## src/rtl/vga_timing_pkg.sv

```systemverilog
// vga_timing_pkg
// Shared raster timing definitions for the video pipeline.
// Holds the default 640x480@60 timing constants, the derived line/frame
// totals, the coordinate width every pixel-rate block agrees on, and a
// small window-decode helper used for sync and active-video decoding.
// No ports (package).

package vga_timing_pkg;

    localparam int COORD_W   = 10;
    localparam int MAX_TOTAL = 1 << COORD_W;

    localparam int DEF_H_ACTIVE = 640;
    localparam int DEF_H_FP     = 16;
    localparam int DEF_H_SYNC   = 96;
    localparam int DEF_H_BP     = 48;
    localparam int DEF_V_ACTIVE = 480;
    localparam int DEF_V_FP     = 10;
    localparam int DEF_V_SYNC   = 2;
    localparam int DEF_V_BP     = 33;

    localparam int DEF_H_TOTAL = DEF_H_ACTIVE + DEF_H_FP + DEF_H_SYNC + DEF_H_BP;
    localparam int DEF_V_TOTAL = DEF_V_ACTIVE + DEF_V_FP + DEF_V_SYNC + DEF_V_BP;

    typedef logic [COORD_W-1:0] coord_t;

    // True when start <= pos < start+width. Done in int so a window that
    // ends exactly at 1024 cannot overflow the 10-bit coordinate.
    function automatic logic in_window(input coord_t pos, input int start, input int width);
        int p;
        p = {{(32-COORD_W){1'b0}}, pos};
        return (p >= start) && (p < start + width);
    endfunction

endpackage

```

## src/rtl/pixel_tick_gen.sv

```systemverilog
// pixel_tick_gen
// Divides the system clock down to a pixel-rate enable.
// A counter runs 0..CLK_DIV-1 on every clk; pix_tick is registered and is
// high for exactly one clk each time the counter wraps. With CLK_DIV=1 the
// counter never moves and pix_tick is high on every clk after reset.
// Ports:
//   clk      in   system clock
//   reset    in   asynchronous active-low reset
//   pix_tick out  one-clk pixel enable

module pixel_tick_gen #(
    parameter int CLK_DIV = 2
) (
    input  logic clk,
    input  logic reset,
    output logic pix_tick
);

    localparam int DIV_W = (CLK_DIV > 1) ? $clog2(CLK_DIV) : 1;
    localparam logic [DIV_W-1:0] DIV_LAST = DIV_W'(CLK_DIV - 1);

    if (CLK_DIV < 1) begin : g_div_check
        $error("pixel_tick_gen: CLK_DIV must be at least 1");
    end

    logic [DIV_W-1:0] div;

    always_ff @(posedge clk or negedge reset) begin
        if (!reset) begin
            div      <= '0;
            pix_tick <= 1'b0;
        end else begin
            if (div == DIV_LAST) begin
                div <= '0;
            end else begin
                div <= div + DIV_W'(1);
            end
            pix_tick <= (div == DIV_LAST);
        end
    end

endmodule

```

## src/rtl/vga_timing_gen.sv

```systemverilog
// vga_timing_gen
// Raster timing generator feeding the sprite renderers. Produces the pixel
// coordinates, hsync/vsync, an active-video flag and frame bookkeeping.
// Ports:
//   clk         in   system clock
//   reset       in   asynchronous active-low reset
//   x, y        out  current column / line (10 bit)
//   hsync/vsync out  sync strobes, asserted level = SYNC_POL
//   active      out  high inside the visible area
//   pix_tick    out  one-clk pixel enable; counters advance on it
//   frame_start out  one-clk pulse when (x,y) wraps to (0,0)
//   frame_count out  frames completed since reset (wraps at 2^16)

module vga_timing_gen
    import vga_timing_pkg::*;
#(
    parameter int H_ACTIVE = DEF_H_ACTIVE,
    parameter int H_FP     = DEF_H_FP,
    parameter int H_SYNC   = DEF_H_SYNC,
    parameter int H_BP     = DEF_H_BP,
    parameter int V_ACTIVE = DEF_V_ACTIVE,
    parameter int V_FP     = DEF_V_FP,
    parameter int V_SYNC   = DEF_V_SYNC,
    parameter int V_BP     = DEF_V_BP,
    parameter int CLK_DIV  = 2,
    parameter int SYNC_POL = 0
) (
    input  logic               clk,
    input  logic               reset,
    output logic [COORD_W-1:0] x,
    output logic [COORD_W-1:0] y,
    output logic               hsync,
    output logic               vsync,
    output logic               active,
    output logic               pix_tick,
    output logic               frame_start,
    output logic [15:0]        frame_count
);

    localparam int H_TOTAL = H_ACTIVE + H_FP + H_SYNC + H_BP;
    localparam int V_TOTAL = V_ACTIVE + V_FP + V_SYNC + V_BP;

    if (H_TOTAL > MAX_TOTAL || V_TOTAL > MAX_TOTAL) begin : g_total_check
        $error("vga_timing_gen: H_TOTAL/V_TOTAL exceed the coordinate range");
    end

    localparam coord_t X_LAST   = COORD_W'(H_TOTAL - 1);
    localparam coord_t Y_LAST   = COORD_W'(V_TOTAL - 1);
    localparam logic   SYNC_ON  = (SYNC_POL != 0);
    localparam logic   SYNC_OFF = !SYNC_ON;

    pixel_tick_gen #(
        .CLK_DIV (CLK_DIV)
    ) u_pixel_tick_gen (
        .clk      (clk),
        .reset    (reset),
        .pix_tick (pix_tick)
    );

    coord_t      x_next;
    coord_t      y_next;
    logic        frame_wrap;
    logic [15:0] count_next;

    // Next raster position. Sync and active are decoded from this rather
    // than from the current registers so they land in the same clk as x/y.
    always_comb begin
        x_next     = x;
        y_next     = y;
        frame_wrap = 1'b0;
        if (pix_tick) begin
            if (x != X_LAST) begin
                x_next = x + COORD_W'(1);
            end else begin
                x_next = '0;
                if (y != Y_LAST) begin
                    y_next = y + COORD_W'(1);
                end else begin
                    y_next     = '0;
                    frame_wrap = 1'b1;
                end
            end
        end
        count_next = frame_wrap ? frame_count + 16'd1 : frame_count;
    end

    // Every register reloads on every clk; between ticks the next values
    // equal the current ones, so outputs simply hold.
    always_ff @(posedge clk or negedge reset) begin
        if (!reset) begin
            x           <= '0;
            y           <= '0;
            frame_count <= '0;
            frame_start <= 1'b0;
            hsync       <= SYNC_OFF;
            vsync       <= SYNC_OFF;
            active      <= 1'b1;
        end else begin
            x           <= x_next;
            y           <= y_next;
            frame_count <= count_next;
            frame_start <= frame_wrap;
            hsync       <= in_window(x_next, H_ACTIVE + H_FP, H_SYNC) ? SYNC_ON : SYNC_OFF;
            vsync       <= in_window(y_next, V_ACTIVE + V_FP, V_SYNC) ? SYNC_ON : SYNC_OFF;
            active      <= in_window(x_next, 0, H_ACTIVE) && in_window(y_next, 0, V_ACTIVE);
        end
    end

endmodule

```

## config.mk

```make
export PLATFORM = sky130hd
export DESIGN_NAME = vga_timing_gen
export DESIGN_NICKNAME = d
export VERILOG_FILES = /design/src/rtl/vga_timing_pkg.sv /design/src/rtl/pixel_tick_gen.sv /design/src/rtl/vga_timing_gen.sv
export SDC_FILE = /design/constraint.sdc
export NUM_CORES = 1
export LEC_CHECK = 0
export CAP_MARGIN = 20
export CORE_UTILIZATION = 50
export CTS_CLUSTER_DIAMETER = 50
export DETAILED_ROUTE_END_ITERATION = 10
export GPL_TIMING_DRIVEN = 0
export HOLD_SLACK_MARGIN = 0.12
export PLACE_DENSITY_LB_ADDON = 0.2
export SLEW_MARGIN = 20
export SYNTH_ARGS = -nofsm -noshare
export SYNTH_HDL_FRONTEND = slang
export SYNTH_SLANG_ARGS = --single-unit
```

## constraint.sdc

```tcl
create_clock -name clk -period 6.3 [get_ports clk]
set_clock_uncertainty 0.15 [all_clocks]
set_input_delay 0.63 -clock clk [delete_from_list [all_inputs] [get_ports clk]]
set_output_delay 0.63 -clock clk [all_outputs]
set_load 0.02 [all_outputs]
```

# [Yosys cells after proc, flatten, opt, wreduce, memory -nomap -nowiden]
# Cells that the tools add are included.
# W data, S select, Z words.
[word_totals] regBits=42 input_bits=2 out_inout_bits=41 elab_cells=35
[op_classes] addsub=4 magnitude_cmp=6 n_eq_ne=2 mux=11 reduce_logical=3
[op_table] operator="$mux W10" n=5
[op_table] operator="$add A10 B1 Y10 const B" n=2
[op_table] operator="$lt A10 B10 Y1 const B" n=2
[op_table] operator="$lt A10 B9 Y1 const B" n=2
[op_table] operator="$ne A10 B10 Y1 const B" n=2
[op_table] operator="$add A16 B1 Y16 const B" n=1
[op_table] operator="$ge A10 B10 Y1 const B" n=1
[op_table] operator="$ge A10 B9 Y1 const B" n=1
[op_table] operator="$mux W1" n=6
[op_table] operator="$logic_and A1 B1 Y1" n=3
[op_table] operator="$add A1 B1 Y1 const B" n=1

# [Logic depth before layout (Yosys ltp)]
# Gate-level depths: netlist (run 1).
[logic_depth] word_depth=7 mapped_depth=8 depth_no_buf=6

# [By module]
# Synthesis (run 1) repeated with hierarchy kept, for this count alone.
[hier_totals] cells_unflattened=209 hier_area_um2=2122.0
[modules_own_cells] mod="vga_timing_gen" n_inst=1 cells_per_inst=206 area_per_inst_um2=2068.2 seq_area_each_um2=1004.7
[modules_own_cells] mod="pixel_tick_gen" n_inst=1 cells_per_inst=3 area_per_inst_um2=53.8 seq_area_each_um2=50.0

# [Worst setup path before layout (run 1)]
# No wires, ideal clock.
[synth_path] path_kind="register to register" start="reg x[7]" end="reg vsync" setup_ps=92 t_arrival_ps=2544 required_ps=6058 path_slack_ps=3514 stages_incl_launch_ff=9 path_buffers=3 period_less_slack_ps=2786 path_cell_list="dfrtp_1 buf_6 or4b_1 clkbuf_1 or3_1 buf_6 or4_4 a211oi_2 nand4_1"
[synth_between] elab_chain_cells=6 elab_cells_between_ends=7 classes_between="order compare (2); eq/ne (1); mux (3); reduce/logical (1)"
[synth_rtl] item="from (decl)" line="vga_timing_gen.sv:30" source="output logic [COORD_W-1:0] x,"
[synth_rtl] item="from (signal assigned)" line="vga_timing_gen.sv:99" source="x <= x_next;"
[synth_rtl] item="$ne A10 B10 Y1 *" line="vga_timing_gen.sv:72" source="if (x != X_LAST) begin"
[synth_rtl] item="$mux W10 *" line="vga_timing_gen.sv:72"
[synth_rtl] item="$mux W10 *" line="vga_timing_gen.sv:71" source="if (pix_tick) begin"
[synth_rtl] item="$ge A10 B9 Y1 or $lt A10 B9 Y1 (tied branches)" line="vga_timing_pkg.sv:32" source="return (p >= start) && (p < start + width);"
[synth_rtl] item="$logic_and A1 B1 Y1 *" line="vga_timing_pkg.sv:32"
[synth_rtl] item="$mux W1 *" line="vga_timing_gen.sv:104" source="vsync <= in_window(y_next, V_ACTIVE + V_FP, V_SYNC) ? SYNC_ON : SYNC_OFF;"
[synth_rtl] item="to (signal assigned)" line="vga_timing_gen.sv:104"
[synth_rtl] item="to (decl)" line="vga_timing_gen.sv:33" source="output logic vsync,"
# Mark *: on every way between the ends. The rest lies on a longest branch, timed or not.
# A chain may end at the register's enable or synchronous reset.

# [Worst setup path after layout (run 1)]
[layout_path] start="reg x[0]" end="reg frame_count[14]"
[layout_between] elab_chain_cells=3
[layout_rtl] item="$ne A10 B10 Y1" line="vga_timing_gen.sv:72"
[layout_rtl] item="$mux W1" line="vga_timing_gen.sv:72"
[layout_rtl] item="$mux W1" line="vga_timing_gen.sv:71"
[layout_rtl] item="to (signal assigned)" line="vga_timing_gen.sv:101" source="frame_count <= count_next;"
[layout_rtl] item="to (decl)" line="vga_timing_gen.sv:37" source="output logic [15:0] frame_count"
# No other way between the ends.

==> flow_metrics.env, run 1 <==
export IMPL_ys_warn_count=0
export IMPL_die_h_um=66.94
export IMPL_synth_top_area_share=0.4629
export IMPL_multi_input_area_um2=959.7
export IMPL_antenna_found_initial=0
export IMPL_crit_arrival_ps=2920
export IMPL_p_per_area_nw_per_um2=177.8
export IMPL_slew_headroom=0.2774
export IMPL_vdd_drop_max_mv=0.1334
export IMPL_nets=262
export IMPL_endpoint_kind="flip-flop"
export IMPL_syn_avg_cell_area_um2=10.23
export IMPL_period_share=0.4597
export IMPL_leakagePower_uw=0.001105
export IMPL_fp_dieW_um=66.94
export IMPL_path_class="reg -> reg"
export IMPL_syn_nets=212
export IMPL_crit_path_start_kind="flip-flop"
export IMPL_drt_iter0_markers=125
export IMPL_setup_viol=0
export IMPL_hold_viol=0
export IMPL_clkSinkCount=42
export IMPL_fin_crit_ps=2896
export IMPL_synth_ff_latch_count=42
export IMPL_cts_resized=0
export IMPL_grt_overflow_total=0
export IMPL_setup_tns_ps=0
export IMPL_p_switching_uw=95.92
export IMPL_fillers=313
export IMPL_drc=0
export IMPL_crit_path_max_fanout=9
export IMPL_gp_congestion=0.8820
export IMPL_post_cts_setup_buffer_count=0
export IMPL_fin_ws_ps=3404
export IMPL_dr_pass1_iters=4
export IMPL_layout_commonest_cell="clkdlybuf4s50_1"
export IMPL_syn2layout_area_growth_pct=29.38
export IMPL_r2r_end="frame_count[14]$_DFFE_PN0P_"
export IMPL_rrSetupSlack_ps=3400
export IMPL_regToRegStartpoint="x[0]$_DFF_PN0_"
export IMPL_clk_path_buf_depth=2
export IMPL_first_global_vias=1488
export IMPL_holdBufCountCts=0
export IMPL_regArea_um2=1055
export IMPL_p_clk_frac=0.430
export IMPL_synth_cells=206
export IMPL_reg2regPathDepth=7
export IMPL_ios=43
export IMPL_p_int_uw=389.1
export IMPL_power_switching_share=0.1978
export IMPL_routed_wl_mm=4.212
export IMPL_initial_core_util=0.5233
export IMPL_hold_class="in -> async"
export IMPL_grt_start_max_net_pins=23
export IMPL_via_per_inst=5.495
export IMPL_place_hpwl_mm=3.107
export IMPL_avgRoutedWirePerCell_um=13.72
export IMPL_numCtsBuffers=5
export IMPL_core_um2=4029
export IMPL_final_cell_mix="clkdlybuf4s50_1 (41), dfrtp_1 (39), nand2_1 (20)"
export IMPL_synth_area_leader_cell="dfrtp_1"
export IMPL_drv_slew=0
export IMPL_synth_edff_count=0
export IMPL_die_area_um2=4480
export IMPL_grt_setup_unrepaired="false"
export IMPL_grt_use_total=0.2050
export IMPL_syn_area_um2=2108
export IMPL_cts_tree="built"
export IMPL_pre_cts_slack_ps=3424
export IMPL_vias=1687
export IMPL_core_rowCount=23
export IMPL_p_comb_frac=0.015
export IMPL_seq_power_share=0.555
export IMPL_synthFlopType="dfrtp_1"
export IMPL_async_flop_share=1.000
export IMPL_status="completed"
export IMPL_synth_area_leaders="dfrtp_1 (46%), xnor2_1 (7.9%), nand4_1 (4.7%), dfstp_2 (3.7%), nand2_1 (3.6%)"
export IMPL_yosysSeqAreaShare=0.5003
export IMPL_max_freq_ghz=0.3453
export IMPL_detail_route_antenna_nets=0
export IMPL_portBuffers=42
export IMPL_synth_cell_type_count=42
export IMPL_worst_pin_slew_ps=1076
export IMPL_max_cap_viol_count=0
export IMPL_worstSkewPairLatency_ps=290
export IMPL_clk_pin_slew_worst_paths_ps=80
export IMPL_grt_first_pass_wirelength_mm=6.851
export IMPL_critPathRequiredTime_ps=6320
export IMPL_layout_drive_gt1_share=0.09339
export IMPL_root_buffer="clkbuf_8"
export IMPL_diodes=0
export IMPL_h_tree_depth=2
## Yosys cell counts, types with 3 or more instances
cell type	count
a21oi_1	4
and4_1	4
clkbuf_1	7
dfrtp_1	39
dfstp_2	3
ha_1	4
inv_1	12
nand2_1	20
nand3_1	12
nand4_1	16
nor2_1	7
nor3_1	10
nor4_1	5
o21ai_0	6
xnor2_1	19
xor2_1	8
## registers in the layout (all words and copies together), names as in the netlist
| signal | flops |
|---|---|
| frame_count | 16 |
| x | 10 |
| y | 10 |
| active | 1 |
| frame_start | 1 |
| hsync | 1 |
| u_pixel_tick_gen.div | 1 |
| u_pixel_tick_gen.pix_tick | 1 |
| vsync | 1 |
## cell type report
type / instances / share of cell area
Sequential cell: 42 / 0.3867
Multi-Input combinational cell: 143 / 0.3518
Timing Repair Buffer: 43 / 0.1624
Clock buffer: 5 / 0.02523
Tap cell: 50 / 0.02294
Buffer: 9 / 0.01789
Clock inverter: 3 / 0.01651
Inverter: 12 / 0.01651
## worst max-delay path, stage by stage (launching register included)
cell	delay, ps
dfrtp_1	450
ha_1	250
nand4_1	370
or3_1	500
buf_6	150
nor4_2	560
nand3_1	180
xnor2_1	170
## logic make-up after synthesis
group	count (synthesis)	share of synthesized area
xor+xnor	27	0.1122
mux	3	0.01543
compound gates	23	0.07538
simple gates	86	0.2285
fa+ha+maj	4	0.02374
flops	42	0.5003
buf+inv	21	0.04451
## through the flow
step                      cell area, um^2  utilization  total power, uW  instances  hold slack, ps
after global placement               2591       0.6432            280.6        298           216.7
after CTS                            2728       0.6770            492.8        307           155.1
after floorplan                      2108            -            274.8        206           184.4
after global routing                 2728       0.6770            503.3        307           175.6
final                                2728       0.6770            485.0        307           148.3
after detailed placement             2614       0.6488            282.3        299           222.5
## per-layer routing
layer  wire (um)  global-route usage
met1        2035              0.2803
met2        1994              0.3232
met3         152             0.04795
met4          29             0.05585
met5           0                   0
## how the worst max path moves through the flow
stage,cells past startpoint,to,slack (ps),startpoint
floorplan,8,vsync$_DFF_PN1_,3510,x[7]$_DFF_PN0_
global placement,1,x[7]$_DFF_PN0_,3400,reset
detailed placement,7,vsync$_DFF_PN1_,3420,u_pixel_tick_gen.pix_tick$_DFF_PN0_
CTS,7,vsync$_DFF_PN1_,3380,x[0]$_DFF_PN0_
global route,7,frame_count[14]$_DFFE_PN0P_,3210,u_pixel_tick_gen.pix_tick$_DFF_PN0_
finish,7,frame_count[14]$_DFFE_PN0P_,3400,x[0]$_DFF_PN0_
## power by group through the flow
stage / Clock (uW) / Sequential [uW] / Combinational, uW
2_1_floorplan: 0 / 275 / 0.000332
3_3_place_gp: 0 / 275 / 5.89
3_5_place_dp: 0 / 275 / 7.59
4_1_cts: 216 / 269 / 7.67
5_1_grt: 225 / 269 / 8.48
6_report: 209 / 269 / 7.12
Power figures use the tool's default switching activity.
==> run 2: changes to the inputs <==
Settings changed: CORE_UTILIZATION 50 to 46.
Clock period 6.3 ns to 2.3 ns, I/O delays scaled along.
==> run 2 against run 1 <==
Utilization grew 1.1 points. Register-to-register slack lost 3600 ps. Via count grew 6.6%. Sequential share of layout area shrank 3.6 points. Critical path type unchanged. Hold slack gained 80 ps. Critical endpoint is now vsync$_DFF_PN1_. Largest power group unchanged. Non-clock buffer count up 14. First-iteration DRC count fell by 41%. The flow now finishes with violations (setup timing). Highest routed layer unchanged.
==> flow_metrics.env, run 2 (synthesis results as in run 1) <==
export IMPL_largest_reg_flops=16
export IMPL_place_hpwl_mm=3.173
export IMPL_p_per_area_nw_per_um2=416.9
export IMPL_power_switching_share=0.2165
export IMPL_drt_iter0_markers=74
export IMPL_layout_commonest_cell="clkdlybuf4s50_1"
export IMPL_leakagePower_uw=0.001311
export IMPL_p_switching_uw=272.3
export IMPL_fin_crit_ps=2469
export IMPL_via_per_inst=5.570
export IMPL_portBuffers=42
export IMPL_detail_route_antenna_nets=0
export IMPL_root_buffer="clkbuf_8"
export IMPL_routed_wl_mm=4.981
export IMPL_first_global_vias=1681
export IMPL_vdd_drop_max_mv=0.3748
export IMPL_crit_path_max_fanout=3
export IMPL_layout_drive_gt1_share=0.2288
export IMPL_grt_first_pass_wirelength_mm=7.983
export IMPL_endpoint_kind="flip-flop"
export IMPL_worstSkewPairLatency_ps=290
export IMPL_setup_viol=15
export IMPL_h_tree_depth=2
export IMPL_drv_slew=0
export IMPL_die_area_um2=4858
export IMPL_slew_headroom=0.6487
export IMPL_power_total_uw=1258
export IMPL_max_cap_viol_count=0
export IMPL_vias=1799
export IMPL_p_comb_frac=0.017
export IMPL_ios=43
export IMPL_max_freq_ghz=0.4051
export IMPL_r2r_end="vsync$_DFF_PN1_"
export IMPL_holdPathStages=0
export IMPL_path_class="reg -> reg"
export IMPL_gp_congestion=0.8490
export IMPL_reg2regPathDepth=5
export IMPL_largestRegisters="frame_count x16, x x10, y x10"
export IMPL_clkSinkCount=42
export IMPL_period_share=1.073
export IMPL_p_clk_frac=0.397
export IMPL_core_um2=4384
export IMPL_setup_tns_ps=-1317
export IMPL_p_int_uw=985.7
export IMPL_fin_ws_ps=-168.6
export IMPL_cts_tree="built"
export IMPL_hold_viol=0
export IMPL_seq_power_share=0.586
export IMPL_whs_ps=228.5
export IMPL_grt_start_max_net_pins=23
export IMPL_fp_dieW_um=69.70
export IMPL_critPathRequiredTime_ps=2350
export IMPL_worst_pin_slew_ps=527.0
export IMPL_crit_arrival_ps=2520
export IMPL_initial_core_util=0.4809
export IMPL_hold_end="u_pixel_tick_gen.pix_tick$_DFF_PN0_"
export IMPL_drc=0
export IMPL_dr_pass1_iters=4
export IMPL_min_from="u_pixel_tick_gen.div$_DFF_PN0_"
export IMPL_hold_class="reg -> reg"
export IMPL_crit_path_start_kind="flip-flop"
export IMPL_die_h_um=69.70
export IMPL_rrSetupSlack_ps=-170
export IMPL_clk_pin_slew_worst_paths_ps=80
export IMPL_syn2layout_area_growth_pct=43.15
export IMPL_avgRoutedWirePerCell_um=15.42
export IMPL_dpl_cell_area_um2=2619
export IMPL_core_rowCount=24
export IMPL_status="finished, violations left"
export IMPL_grt_overflow_total=0
export IMPL_grt_setup_unrepaired="true"
export IMPL_nets=276
export IMPL_grt_use_total=0.2032
export IMPL_antenna_found_initial=0
export IMPL_fillers=343
export IMPL_top_register="frame_count"
export IMPL_clk_path_buf_depth=2
export IMPL_regToRegStartpoint="x[5]$_DFF_PN0_"
export IMPL_final_cell_area_um2=3018
export IMPL_final_cell_mix="clkdlybuf4s50_1 (41), dfrtp_1 (36), xnor2_1 (18)"
export IMPL_regArea_um2=1059
export IMPL_numCtsBuffers=5
export IMPL_violations="setup timing"
export IMPL_multi_input_area_um2=1105
export IMPL_diodes=0
[run 2: cell count changes in the layout (fill, tap and decap cells not counted), moves of 3 or more]
cell,delta
buf_4,+12
buf_6,+5
clkbuf_1,-5
dfrtp_1,-3
dfrtp_2,+3
nand2_1,-3
nor3_1,-3
nor4_4,+3
[run 2: area by class of cell]
class	count	area share
Multi-Input combinational cell	143	0.3661
Sequential cell	42	0.3507
Timing Repair Buffer	64	0.2127
Clock buffer	6	0.02736
Tap cell	52	0.02156
Inverter	12	0.01493
Clock inverter	2	0.004146
Buffer	2	0.002488
[run 2: routing by layer]
metal  GRT usage  share of wire  up-vias
li1            -              -      872
met1      0.2863           0.46      871
met2      0.3247           0.49       49
met3     0.03343          0.042        7
met4     0.06000         0.0098        0
met5           0              0        -
[run 2: worst max path at each step]
| stage | startpoint | endpoint | slack, ps | cells past startpoint |
|---|---|---|---|---|
| finish | x[5]$_DFF_PN0_ | vsync$_DFF_PN1_ | -170 | 5 |
| global route | x[5]$_DFF_PN0_ | vsync$_DFF_PN1_ | -220 | 5 |
| CTS | x[7]$_DFF_PN0_ | vsync$_DFF_PN1_ | -350 | 6 |
| detailed placement | x[5]$_DFF_PN0_ | vsync$_DFF_PN1_ | -590 | 6 |
| global placement | x[0]$_DFF_PN0_ | vsync$_DFF_PN1_ | -570 | 6 |
| floorplan | x[7]$_DFF_PN0_ | vsync$_DFF_PN1_ | -340 | 8 |
[run 2: repair_timing]
action	in CTS	in global routing
hold endpoints to repair	19	0
buffers inserted	14	7
hold buffers	1	0
gates cloned	0	0
resized for setup	13	24
setup endpoints to repair	29	28
pin swaps	16	21
[run 2: metrics by stage]
step                instances    util  worst slack [ps]
CTS                       322  0.6601            -351.2
finish                    323  0.6884            -168.6
detailed placement        301  0.5973            -593.8
floorplan                 206       -            -340.8
global placement          300  0.5922            -573.4
global route              323  0.6884            -220.9
[run 2: power groups by stage]
stage	Clock, uW	Sequential, uW	Combinational [uW]
CTS	510	738	22.7
finish	499	738	21.1
detailed placement	0	752	21.5
floorplan	0	753	0.000334
global route	540	738	24.8
global placement	0	753	16.0
[run 2: worst max-delay path: stages (launching register included)]
cell and delay [ps]:
dfrtp_2 410, or4b_4 540, or3_4 380, or4_4 510, a211oi_4 270, nand4_1 120
